$ cat src/rtl/dmem_responder_if.sv
// Handshake bundle between the CPU memory stage (master) and the data-memory
// responder (slave): a request channel and a response channel.
interface dmem_responder_if;
  logic        req_valid;
  logic        req_ready;
  logic        req_we;
  logic [31:0] req_addr;
  logic [31:0] req_wdata;
  logic [3:0]  req_be;
  logic        rsp_valid;
  logic        rsp_ready;
  logic [31:0] rsp_rdata;
  logic        rsp_err;

  modport master (
    output req_valid, req_we, req_addr, req_wdata, req_be, rsp_ready,
    input  req_ready, rsp_valid, rsp_rdata, rsp_err
  );

  modport slave (
    input  req_valid, req_we, req_addr, req_wdata, req_be, rsp_ready,
    output req_ready, rsp_valid, rsp_rdata, rsp_err
  );
endinterface

$ cat src/rtl/dmem_responder.sv
// Data-memory responder: word-organised RAM behind a valid/ready request and
// response handshake, with programmable wait states, byte-lane stores and an
// error response for misaligned or out-of-range addresses.
module dmem_responder #(
  parameter int DEPTH   = 64,
  parameter int LATENCY = 2
) (
  input  logic             clk,
  input  logic             reset,
  dmem_responder_if.slave  bus
);

  localparam int CNT_W = (LATENCY < 1) ? 1 : $clog2(LATENCY + 1);
  localparam int IDX_W = (DEPTH > 1) ? $clog2(DEPTH) : 1;

  localparam logic [1:0] IDLE = 2'd0;
  localparam logic [1:0] WAIT = 2'd1;
  localparam logic [1:0] RESP = 2'd2;

  logic [1:0]       state;
  logic [CNT_W-1:0] count;

  logic [31:0] cap_addr;
  logic [31:0] cap_wdata;
  logic        cap_we;
  logic [3:0]  cap_be;

  logic [31:0] mem [DEPTH];

  logic        enter_resp;
  logic [31:0] eff_addr;
  logic [31:0] eff_wdata;
  logic        eff_we;
  logic [3:0]  eff_be;
  logic        eff_err;
  logic [IDX_W-1:0] word_idx;

  assign bus.req_ready = (state == IDLE);
  assign bus.rsp_valid = (state == RESP);

  // Pick the request being resolved this edge: the live bus request when a
  // zero-latency build goes straight from IDLE to RESP, else the captured copy.
  always_comb begin
    enter_resp = 1'b0;
    eff_addr   = cap_addr;
    eff_wdata  = cap_wdata;
    eff_we     = cap_we;
    eff_be     = cap_be;
    if (state == IDLE) begin
      eff_addr  = bus.req_addr;
      eff_wdata = bus.req_wdata;
      eff_we    = bus.req_we;
      eff_be    = bus.req_be;
      if (LATENCY == 0) begin
        enter_resp = bus.req_valid;
      end
    end else if (state == WAIT) begin
      enter_resp = (count == CNT_W'(1));
    end
    eff_err  = (eff_addr[1:0] != 2'b00) || (eff_addr[31:2] >= 30'(DEPTH));
    word_idx = eff_addr[IDX_W+1:2];
  end

  // Request/response sequencing plus the registered response payload.
  always_ff @(posedge clk or negedge reset) begin
    if (!reset) begin
      state     <= IDLE;
      count     <= '0;
      cap_addr  <= '0;
      cap_wdata <= '0;
      cap_we    <= 1'b0;
      cap_be    <= '0;
      bus.rsp_rdata <= '0;
      bus.rsp_err   <= 1'b0;
    end else begin
      case (state)
        IDLE: begin
          if (bus.req_valid) begin
            cap_addr  <= bus.req_addr;
            cap_wdata <= bus.req_wdata;
            cap_we    <= bus.req_we;
            cap_be    <= bus.req_be;
            if (LATENCY == 0) begin
              state <= RESP;
            end else begin
              count <= CNT_W'(LATENCY);
              state <= WAIT;
            end
          end
        end
        WAIT: begin
          count <= count - CNT_W'(1);
          if (count == CNT_W'(1)) begin
            state <= RESP;
          end
        end
        RESP: begin
          if (bus.rsp_ready) begin
            state         <= IDLE;
            bus.rsp_rdata <= '0;
            bus.rsp_err   <= 1'b0;
          end
        end
        default: state <= IDLE;
      endcase
      if (enter_resp) begin
        bus.rsp_err   <= eff_err;
        bus.rsp_rdata <= (!eff_we && !eff_err) ? mem[word_idx] : 32'h0;
      end
    end
  end

  // Commit stores lane by lane as the response is formed; reset never clears the array.
  always_ff @(posedge clk) begin
    if (reset && enter_resp && eff_we && !eff_err) begin
      for (int b = 0; b < 4; b++) begin
        if (eff_be[b]) begin
          mem[word_idx][8*b +: 8] <= eff_wdata[8*b +: 8];
        end
      end
    end
  end

endmodule

$ cat src/flat_wrapper.sv
// flat-port wrapper written by rule: the top's interface ports become plain ports
module dmem_responder_flat 
#(
  parameter int DEPTH   = 64,
  parameter int LATENCY = 2
)
  (clk, reset, bus_req_valid, bus_req_we, bus_req_addr, bus_req_wdata, bus_req_be, bus_rsp_ready, bus_req_ready, bus_rsp_valid, bus_rsp_rdata, bus_rsp_err);
  dmem_responder_if bus_i ();
  input  logic clk;
  input  logic reset;
  input wire logic [$bits(bus_i.req_valid)-1:0] bus_req_valid;
  input wire logic [$bits(bus_i.req_we)-1:0] bus_req_we;
  input wire logic [$bits(bus_i.req_addr)-1:0] bus_req_addr;
  input wire logic [$bits(bus_i.req_wdata)-1:0] bus_req_wdata;
  input wire logic [$bits(bus_i.req_be)-1:0] bus_req_be;
  input wire logic [$bits(bus_i.rsp_ready)-1:0] bus_rsp_ready;
  output wire logic [$bits(bus_i.req_ready)-1:0] bus_req_ready;
  output wire logic [$bits(bus_i.rsp_valid)-1:0] bus_rsp_valid;
  output wire logic [$bits(bus_i.rsp_rdata)-1:0] bus_rsp_rdata;
  output wire logic [$bits(bus_i.rsp_err)-1:0] bus_rsp_err;
  assign bus_i.req_valid = bus_req_valid;
  assign bus_i.req_we = bus_req_we;
  assign bus_i.req_addr = bus_req_addr;
  assign bus_i.req_wdata = bus_req_wdata;
  assign bus_i.req_be = bus_req_be;
  assign bus_i.rsp_ready = bus_rsp_ready;
  assign bus_req_ready = bus_i.req_ready;
  assign bus_rsp_valid = bus_i.rsp_valid;
  assign bus_rsp_rdata = bus_i.rsp_rdata;
  assign bus_rsp_err = bus_i.rsp_err;
  dmem_responder #(.DEPTH(DEPTH), .LATENCY(LATENCY)) u_core (.clk(clk), .reset(reset), .bus(bus_i));
endmodule
$ cat config.mk
export PLATFORM = sky130hd
export DESIGN_NAME = dmem_responder_flat
export DESIGN_NICKNAME = d
export VERILOG_FILES = /design/src/rtl/dmem_responder_if.sv /design/src/rtl/dmem_responder.sv /design/src/flat_wrapper.sv
export SDC_FILE = /design/constraint.sdc
export NUM_CORES = 2
export LEC_CHECK = 0
export BUFFER_PORTS_ARGS = -buffer_cell sky130_fd_sc_hd__buf_2
export CORE_AREA = 2 2 647 456
export DETAILED_ROUTE_END_ITERATION = 8
export DIE_AREA = 0 0 649 458
export HOLD_SLACK_MARGIN = 0.1
export PLACE_DENSITY = 0.4
export SKIP_LAST_GASP = 1
export SYNTH_ARGS = -nofsm -noshare
export SYNTH_HDL_FRONTEND = slang
export SYNTH_SLANG_ARGS = --single-unit
$ cat constraint.sdc
create_clock -name clk -period 6.1 [get_ports clk]
set_clock_uncertainty 0.05 [all_clocks]
set_input_delay 0 -clock clk [delete_from_list [all_inputs] [get_ports clk]]
set_output_delay 0 -clock clk [all_outputs]
set_load 0.02 [all_outputs]
==> reports/metrics.yaml <==
status:
  status: "complete, no violations"
clocking:
  cts_max_level: 4
  cts_setup_buffers: 0
  cts.clk_slew.worst_paths_ns: 0.07
  cts_buffer_depth: 4
  cts.sinks: 2154
  cts_tree: "built"
  root_buffer: "clkbuf_16"
  clkLatencyLatePin_ns: 0.90
  cts_buffers: 216
run:
  maxCapViolations: 0
global_route:
  grt_pass1_vias: 52800
  grtUsageTotal: 0.211
  antenna_found_initial: 31
  grt_pass1_wl_mm: 446
  grt.overflow.total: 0
  grt_max_degree: 89
finish:
  drive_gt1_frac: 0.146
  syn_to_final_growth_pct: 18.1
  n_fill_cell: 28200
  postLayoutCoreUtil: 0.341
  nNetsFinal: 6199
  final_cell_area_sq_mm: 0.0992
detailed_routing:
  first_iter_violations: 6671
  drcViolationCount: 0
  wl_per_cell_um: 31.8
  wl_met3_mm: 24.3
  wl_met2_mm: 138
  num_vias: 54700
  vias_per_cell: 5.38
  dr.pass1.iters: 6
  top_layer: "met5"
  antenna_left: 0
  m1WireLength_mm: 155
  routed_wl_mm: 323
yosys:
  ys_types: 82
  synthArstFlopShare: 0.0492
  ys_warn_count: 0
  yosys.cell_count.top_type: "edfxtp_1"
  synth_cells: 5729
  syn_area_sq_mm: 0.0840
  ys.flop_type: "edfxtp_1"
  ys_top_cells_by_count: "edfxtp_1 (2048), nand2_1 (1056), o22ai_1 (277)"
  yosys_register_bits: 2154
  seq_area_frac_synth: 0.763
  syn_nets: 5803
  syn_area_per_cell_sq_um: 14.7
  yosysTopAreaCellShare: 0.732
  synth_edf_count: 2048
  synth_top_cell_by_area: "edfxtp_1"
  synth_area_leaders: "edfxtp_1 (73%), nand2_1 (4.7%), dfrtp_1 (3.2%), o22ai_1 (2.1%), a32oi_1 (1.8%)"
sta:
  timing.fmax_ghz: 0.205
  hold_viol_final: 0
  fin_tns_setup_ns: 0
  worstMarginPinSlew_ns: 1.41
  rsz0062_at_grt: "no"
  finalSetupViolCount: 0
  fin_crit_sh: 0.799
  slew_headroom: 0.0452
  slew_viol_final: 0
  holdWs_ns: 0.235
  min_period_ns: 4.87
die:
  ioPinCount: 108
  fp.dieArea_sq_mm: 0.297
  start_util: 0.289
  core_sq_mm: 0.291
  dieHeight_um: 458
  die_w_um: 649
  num_rows: 166
power_and_ir_drop:
  power_density_mw_per_mm2: 543
  leakagePower_nw: 32.3
  vdd_drop_max_uv: 831
placed_design:
  gp_congestion: 0.800
  hpwl_mm: 191
  io_buffers: 107
  dpl-instance-area_sq_mm: 0.0908
hold_path:
  hold_path.class: "primary input to async pin"
setup_path:
  crit_fanout: 39
  worstSetupPathType: "flop to flop"
  end_kind: "flop"
  worstPathRequired_ns: 6.84
  reg2reg_depth: 8
  worst_setup_path_start_kind: "flop"
  arrival_ns: 5.62
## state kept, by name, indices dropped and copies added, names as in the netlist
name	count
u_core.bus.rsp_rdata	32
u_core.cap_be	4
u_core.cap_addr	32
u_core.state	2
u_core.mem	2048
u_core.cap_we	1
u_core.bus.rsp_err	1
u_core.cap_wdata	32
u_core.count	2
## layout make-up
class,count,area (sq um),area share
well taps,3864,4830,0.0487
clock inverters,116,1000,0.0101
multi-input cells,3132,18400,0.185
flip-flops and latches,2154,64200,0.647
repair buffers,613,5130,0.0517
clock buffers,270,5720,0.0576
inverters,8,31.3,0.000315
diodes,3,7.51,0.0000757
## cell usage in the layout, fill, tap and decap left out, types with 43 or more instances in the layout
master         Yosys  layout
buf_4             14     308
o22ai_1          277     276
a211oi_1          75      75
nand3_1          147     147
mux2_2            74      72
and3_1            78      78
clkinv_2           0      43
dlygate4sd3_1      0     170
dfrtp_1          106     106
a31oi_1          123     123
buf_2            199     106
a21oi_1          242     240
mux2i_1           95      95
clkbuf_16          0     218
clkbuf_1         133      45
nand2_1         1056    1019
nor2_1           121     112
nor3_1           216     213
edfxtp_1        2048    2048
a32oi_1          169     169
## power by group
group | internal [mW] | total [mW] | switching (mW)
registers | 19.6 | 19.8 | 0.187
logic | 4.54 | 20.9 | 16.4
clock network | 7.29 | 13.2 | 5.89
total | 31.4 | 53.9 | 22.5
## routing by layer
layer | global-route usage | up-vias
met3 | 0.0393 | 367
met2 | 0.310 | 2162
met5 | 0 | -
met1 | 0.324 | 29000
li1 | - | 23200
met4 | 0.0394 | 8
## what timing repair did
action	in CTS	in global routing
resized for setup	0	0
endpoints found under the hold margin	1097	0
hold buffers	171	0
## per-stage QoR
stage	instances	worst slack [ns]	power [mW]
after detailed placement	9600	1.43	40.8
final	10200	1.23	53.9
after CTS	10200	1.37	54.1
after floorplan	5729	2.91	30.3
after global placement	9600	1.43	40.7
after global routing	10200	1.18	55.7
## cell families (layout without fill, tap and decap cells)
logic type	count (synthesis)	after routing	synth area share
adder cells (fa/ha/maj)	1	1	0.000149
buffers and inverters	443	1007	0.0238
AO/OA/AOI/OAI	1213	1213	0.101
flip-flops	2154	2154	0.763
other	0	3	0
AND/OR/NAND/NOR	1748	1748	0.0905
multiplexers	170	170	0.0214
## worst max-delay path, cell delays in order (launching register included)
cell and delay, ns:
dfrtp_1 0.35, buf_4 0.34, or2_4 0.69, mux2_4 0.90, a211oi_1 0.25, o41ai_1 1.18, nand3_1 0.39, a2111oi_0 0.41
a22o_1 0.18
## path summary, 6_finish.rpt
| path | slack, ns | to | from |
|---|---|---|---|
| worst max-delay path | 1.23 | u_core.bus.rsp_rdata[6] | u_core.state[0] |
| worst min-delay path | 0.23 | u_core.cap_wdata[21] | reset |
| worst max register to register | 1.23 | u_core.bus.rsp_rdata[6] | u_core.state[0] |
| worst min register to register | 0.44 | u_core.bus.rsp_rdata[24] | u_core.bus.rsp_rdata[24] |
| max in group asynchronous | 4.21 | u_core.cap_wdata[8] | reset |
| min in group clk | 0.24 | u_core.cap_addr[3] | bus_req_addr[3] |
Note: power is estimated with default switching activity, not from simulation.
